<file path="config.mk">
export PLATFORM = sky130hd
export DESIGN_NAME = w_ingress_ctrl
export DESIGN_NICKNAME = d
export VERILOG_FILES = /design/src/rtl/fifo_pkg.sv /design/src/rtl/g2b.sv /design/src/rtl/w_skid_buf.sv /design/src/rtl/w_ingress_ctrl.sv
export SDC_FILE = /design/constraint.sdc
export NUM_CORES = 1
export LEC_CHECK = 0
export BUFFER_PORTS_ARGS = -buffer_cell sky130_fd_sc_hd__buf_4
export CAP_MARGIN = 30
export CORE_ASPECT_RATIO = 0.6
export CORE_UTILIZATION = 50
export CTS_CLUSTER_DIAMETER = 120
export DETAILED_ROUTE_END_ITERATION = 10
export PLACE_DENSITY = 0.75
export SYNTH_ARGS = -nofsm -noshare
export SYNTH_HDL_FRONTEND = slang
export SYNTH_HIERARCHICAL = 1
export SYNTH_SLANG_ARGS = --single-unit
</file>
<file path="constraint.sdc">
create_clock -name wclk -period 2.79 [get_ports wclk]
set_input_delay 0.279 -clock wclk [delete_from_list [all_inputs] [get_ports wclk]]
set_output_delay 0.279 -clock wclk [all_outputs]
set_load 0.02 [all_outputs]
</file>
<file path="src/rtl/fifo_pkg.sv">
// Shared async-FIFO definitions: Gray/binary conversion helpers and skid-buffer
// occupancy encoding.
package fifo_pkg;

    localparam logic [1:0] SK_EMPTY = 2'd0;
    localparam logic [1:0] SK_ONE   = 2'd1;
    localparam logic [1:0] SK_TWO   = 2'd2;

    function automatic logic [31:0] bin2gray(input logic [31:0] bin);
        return bin ^ (bin >> 1);
    endfunction

    // Prefix-XOR from the MSB down; zero-extended inputs convert correctly.
    function automatic logic [31:0] gray2bin(input logic [31:0] gray);
        logic [31:0] bin;
        bin = gray;
        for (int s = 1; s < 32; s = s * 2) begin
            bin = bin ^ (bin >> s);
        end
        return bin;
    endfunction

endpackage

</file>
<file path="src/rtl/g2b.sv">
// Gray-to-binary pointer converter, shared by both FIFO clock domains.
module g2b
    import fifo_pkg::*;
#(
    parameter int W = 4
) (
    input  logic [W-1:0] gray,
    output logic [W-1:0] bin
);

    assign bin = W'(gray2bin(32'(gray)));

endmodule

</file>
<file path="src/rtl/w_skid_buf.sv">
// Two-entry skid buffer between the producer stream and the FIFO write port.
module w_skid_buf
    import fifo_pkg::*;
#(
    parameter int DATA_WIDTH = 8
) (
    input  logic                  wclk,
    input  logic                  wrst,
    input  logic                  s_valid,
    input  logic [DATA_WIDTH-1:0] s_data,
    output logic                  s_ready,
    input  logic                  full,
    output logic                  wr,
    output logic [DATA_WIDTH-1:0] wdata,
    output logic [1:0]            cnt
);

    logic [1:0]            cnt_r;
    logic [DATA_WIDTH-1:0] e0_r;
    logic [DATA_WIDTH-1:0] e1_r;
    logic                  push_s;
    logic                  pop_s;

    // s_ready depends only on registered occupancy, never on full.
    assign s_ready = (cnt_r != SK_TWO);
    assign wr      = (cnt_r != SK_EMPTY) & ~full;
    assign wdata   = e0_r;
    assign cnt     = cnt_r;
    assign push_s  = s_valid & s_ready;
    assign pop_s   = wr;

    // Occupancy and entry update; e0 is always the head of the queue.
    always_ff @(posedge wclk or posedge wrst) begin
        if (wrst) begin
            cnt_r <= SK_EMPTY;
            e0_r  <= {DATA_WIDTH{1'b0}};
            e1_r  <= {DATA_WIDTH{1'b0}};
        end else begin
            case ({push_s, pop_s})
                2'b10: begin
                    if (cnt_r == SK_EMPTY) begin
                        e0_r <= s_data;
                    end else begin
                        e1_r <= s_data;
                    end
                    cnt_r <= cnt_r + 2'd1;
                end
                2'b01: begin
                    e0_r  <= e1_r;
                    cnt_r <= cnt_r - 2'd1;
                end
                2'b11: begin
                    // Only reachable with one word held: new word becomes head.
                    if (cnt_r == SK_ONE) begin
                        e0_r <= s_data;
                    end else begin
                        e0_r <= e0_r;
                    end
                end
                default: begin
                    cnt_r <= cnt_r;
                end
            endcase
        end
    end

endmodule

</file>
<file path="src/rtl/w_ingress_ctrl.sv">
// Write-side ingress of the async FIFO: skid-buffered producer stream, write-domain
// fill level with almost_full, and a saturating full-stall counter.
module w_ingress_ctrl
    import fifo_pkg::*;
#(
    parameter int DATA_WIDTH = 8,
    parameter int PTR_WIDTH  = 4,
    parameter int AF_THRESH  = 6,
    parameter int STALL_W    = 16
) (
    input  logic                  wclk,
    input  logic                  wrst,
    input  logic                  s_valid,
    input  logic [DATA_WIDTH-1:0] s_data,
    output logic                  s_ready,
    input  logic                  full,
    input  logic [PTR_WIDTH-1:0]  b_wptr,
    input  logic [PTR_WIDTH-1:0]  g_rptr_sync,
    output logic                  wr,
    output logic [DATA_WIDTH-1:0] wdata,
    output logic [PTR_WIDTH-1:0]  wlevel,
    output logic                  almost_full,
    output logic [STALL_W-1:0]    stall_cnt,
    input  logic                  stall_clr
);

    localparam logic [PTR_WIDTH-1:0] AF_LVL    = PTR_WIDTH'(AF_THRESH);
    localparam logic [STALL_W-1:0]   STALL_MAX = {STALL_W{1'b1}};

    logic [1:0]           cnt_s;
    logic                 blocked_s;
    logic [PTR_WIDTH-1:0] b_rptr_s;
    logic [PTR_WIDTH-1:0] lvl_s;
    logic [PTR_WIDTH-1:0] wlevel_r;
    logic                 almost_full_r;
    logic [STALL_W-1:0]   stall_cnt_r;

    w_skid_buf #(
        .DATA_WIDTH (DATA_WIDTH)
    ) u_skid (
        .wclk    (wclk),
        .wrst    (wrst),
        .s_valid (s_valid),
        .s_data  (s_data),
        .s_ready (s_ready),
        .full    (full),
        .wr      (wr),
        .wdata   (wdata),
        .cnt     (cnt_s)
    );

    g2b #(
        .W (PTR_WIDTH)
    ) u_g2b (
        .gray (g_rptr_sync),
        .bin  (b_rptr_s)
    );

    // Modulo subtraction handles differing wrap bits without special casing.
    assign lvl_s     = b_wptr - b_rptr_s;
    assign blocked_s = (cnt_s != SK_EMPTY) & full;

    assign wlevel      = wlevel_r;
    assign almost_full = almost_full_r;
    assign stall_cnt   = stall_cnt_r;

    // Registered level/almost_full and saturating stall counter (clear wins).
    always_ff @(posedge wclk or posedge wrst) begin
        if (wrst) begin
            wlevel_r      <= {PTR_WIDTH{1'b0}};
            almost_full_r <= 1'b0;
            stall_cnt_r   <= {STALL_W{1'b0}};
        end else begin
            wlevel_r      <= lvl_s;
            almost_full_r <= (lvl_s >= AF_LVL);
            if (stall_clr) begin
                stall_cnt_r <= {STALL_W{1'b0}};
            end else if (blocked_s && (stall_cnt_r != STALL_MAX)) begin
                stall_cnt_r <= stall_cnt_r + {{(STALL_W-1){1'b0}}, 1'b1};
            end else begin
                stall_cnt_r <= stall_cnt_r;
            end
        end
    end

endmodule
</file>
==> impl_metrics.tcl <==
set metrics [dict create \
    layout.cell_area.non_filler_um2 2640 \
    first_pass_grt_wire_length_um 6800 \
    boundaryPins 52 \
    timing_worst_slew_pin_value_ns 0.958 \
    detailedRoute.firstIterationViolations 62 \
    cts_tree "done" \
    r2r_slack_ns 0.34 \
    globalRoute.totalOverflow 0 \
    grt_max_degree 22 \
    die_width_um 86.1 \
    layout-drive-gt1-share_pct 36.3 \
    primary_ff_master_synth "sky130_fd_sc_hd__dfrtp_1" \
    grt_antenna_before_repair 0 \
    clk-insertion-delay-late_ns 0.28 \
    sequential_share_of_the_synthesized_area_pct 46.0 \
    nNetsFinal 282 \
    layout_min_cycle_time_ns 2.45 \
    cts_hold_repair.buffers 0 \
    synthToLayoutAreaGrowth_pct 24.4 \
    cts_num_sinks 39 \
    fillerInstances 308 \
    critical-path-slowest-cell "sky130_fd_sc_hd__dfrtp_1" \
    die-height_um 52.5 \
    rows 17 \
    path_cells "inv_1 > ha_1 > or2_2 > ha_1 > or2_4 > a21oi_4 > mux2_2" \
    syn_inst 197 \
    worst_setup_margin_ns 0.339 \
    drt.antenna.violating_nets 0 \
    library_cell_occupying_the_most_area_in_the_post_synthesis_netlist "sky130_fd_sc_hd__dfrtp_1" \
    globalRouteMet2Util_pct 28.3 \
    port_buffers 51 \
    post-place-ws_ns 0.344 \
    yosysMostFrequentCell "sky130_fd_sc_hd__dfrtp_1" \
    count_of_antenna_diodes_in_the_layout 0 \
    clk_transition_reported_paths_ns 0.08 \
    worst_slew_margin_rel_pct 36.0 \
    outcome "completed" \
    fin_setup_tns_ns 0 \
    timing.clock.skew_ns 0.00283 \
    powerDensity_nw_per_um2 776 \
    synth-seq-cells 39 \
    initial_utilization_pct 54.8 \
    track_usage_pct 20.1 \
    grt_util_met3_pct 6.61 \
    synth_commonest_cells "39 x sky130_fd_sc_hd__dfrtp_1, 25 x sky130_fd_sc_hd__mux2_2, 18 x sky130_fd_sc_hd__inv_1" \
    worstHoldPathType "in -> async" \
    critPathMaxFanout 8 \
    grt_pass1_vias 1493 \
    rsz0062_at_grt "no" \
    post_drt_wl_per_cell_um 13.6 \
    finalWirelength_um 4200 \
    timing.reg2reg.worst_path_depth 7 \
    cts-root-buf "sky130_fd_sc_hd__clkbuf_8" \
    timing.max_cap.violations 0 \
    busiest_layer "met1" \
    total_leakage_power_uw 0.00118 \
    gpl.final_weighted_congestion 0.778 \
    setup-violations-final 0 \
    dominant_cells_by_area_after_synthesis "sky130_fd_sc_hd__dfrtp_1 46%, sky130_fd_sc_hd__mux2_2 13%, sky130_fd_sc_hd__ha_1 5.9%" \
    routed_via_density 5.32 \
    cts_htree_levels 2 \
    die_area_um2 4520 \
    r2r_start "u_skid/cnt[0]" \
    async_reset_ff_share_pct 100 \
    maxSlewViolCount 0 \
    number_of_buffers_created_by_cts 5 \
    average_instance_area_after_synthesis_um2 10.8 \
    critical_path.endpoint_type "flip-flop" \
    critical_path_class "reg -> reg" \
    timing.critical_path.slowest_cell_delay_ns 0.42 \
    worst_ep_arrival_time_ns 2.62 \
    place.detailed.hpwl_um 3280 \
    synth_warnings 6 \
    vdd_drop_max_v 0.000491 \
    period_utilisation_layout_pct 87.8 \
    timing.critical_path.required_ns 2.96 \
    maxClockFrequency_ghz 0.408 \
    hold_slack_ns 0.109 \
    netlist_area_um2 2120 \
    post_cts.resized_instances 0 \
    hold_viol_final 0 \
    cts_buffer_depth 2 \
    area_after_detailed_placement_um2 2550 \
    synth.top_cell.area_share_pct 46.0 \
    vias 1640 \
    cpMostUsedCell "sky130_fd_sc_hd__ha_1" \
    synth.net_count 229 \
    core-area_um2 3870 \
    met1_track_demand_over_resource_pct 29.4 \
    start_kind "flip-flop" \
    count_of_flip_flops_with_a_built_in_enable_after_synthesis 0 \
    drt_first_pass_iters 4 \
    post_cts.repair.setup_buffers 0 \
    remaining_drc_errors 0 \
    yosysUniqueCellTypes 37 \
    timing.rr.end "u_skid/wdata[2]" \
]
==> metal layers <==
layer / up-vias / wire [µm]
met3: 5 / 373
met2: 55 / 1630
met5: - / 0
li1: 812 / -
met1: 768 / 2160
met4: 0 / 37
==> area by class of cell <==
cell class	instances	area (µm²)	area share [%]
clock inverter	3	20.0	0.758
inverter	18	67.6	2.56
tap	57	71.3	2.70
clock buffer	5	68.8	2.61
timing repair buffer	51	383	14.5
sequential	39	976	36.9
multi-input combinational	135	1050	39.9
==> cell families after synthesis <==
logic type | count (synthesis) | synth area share, %
compound gates | 35 | 10.5
xor+xnor | 8 | 3.65
fa+ha+maj | 11 | 6.84
buf+inv | 23 | 4.36
flops | 39 | 46.0
mux | 26 | 13.7
simple gates | 55 | 14.9
==> through the flow <==
stage,utilization [%],cells,total power (µW)
6_report,68.2,308,2050
2_1_floorplan,-,197,1420
3_5_place_dp,65.9,300,1700
5_1_grt,68.2,308,2190
3_3_place_gp,65.9,300,1680
4_1_cts,68.2,308,2070
==> cells in the final DEF, fill, tap and decap left out, types with 6 or more instances in the layout <==
cell	synthesis	routed
sky130_fd_sc_hd__buf_4	1	51
sky130_fd_sc_hd__dfrtp_1	39	39
sky130_fd_sc_hd__mux2_2	25	25
sky130_fd_sc_hd__inv_1	18	18
sky130_fd_sc_hd__nand2_1	14	14
sky130_fd_sc_hd__a21oi_1	12	12
sky130_fd_sc_hd__ha_1	10	10
sky130_fd_sc_hd__o21ai_0	9	9
sky130_fd_sc_hd__o31ai_1	7	7
sky130_fd_sc_hd__nand3_1	6	6
sky130_fd_sc_hd__or3_1	6	6
==> how the worst max path moves through the flow <==
stage / cells past startpoint / endpoint / start / slack (ns)
after global placement: 7 / u_skid/wdata[1] / u_skid/cnt[0] / 0.41
after CTS: 7 / u_skid/wdata[2] / u_skid/cnt[0] / 0.33
after global routing: 9 / u_skid/wdata[0] / u_skid/cnt[0] / 0.19
final: 7 / u_skid/wdata[2] / u_skid/cnt[0] / 0.34
after detailed placement: 7 / u_skid/wdata[2] / u_skid/cnt[0] / 0.34
after floorplan: 7 / u_skid/wdata[0] / u_skid/cnt[0] / 0.51
==> critical path: cells and delay by family (launching register included) <==
family	cells	cell delay [ns]
muxes	1	0.38
AOI/OAI and AO/OA	1	0.29
DFF	1	0.42
buffers and inverters	1	0.10
and+or+nand+nor	2	0.58
adders and majority gates	2	0.56
==> state kept, by name (all words and copies together), names as in the netlist <==
register and cells:
almost_full 1, stall_cnt 16, u_skid/cnt 2, u_skid/e1_r 8
u_skid/wdata 8, wlevel 4
==> report_power, final <==
group          internal, µW  total, µW  switching, µW  leakage, µW
clock network           174        372            198    0.0000402
registers               731        822           90.8     0.000492
logic                   442        858            416     0.000648
total                  1350       2050            704      0.00118
Power figures use the tool's default switching activity.
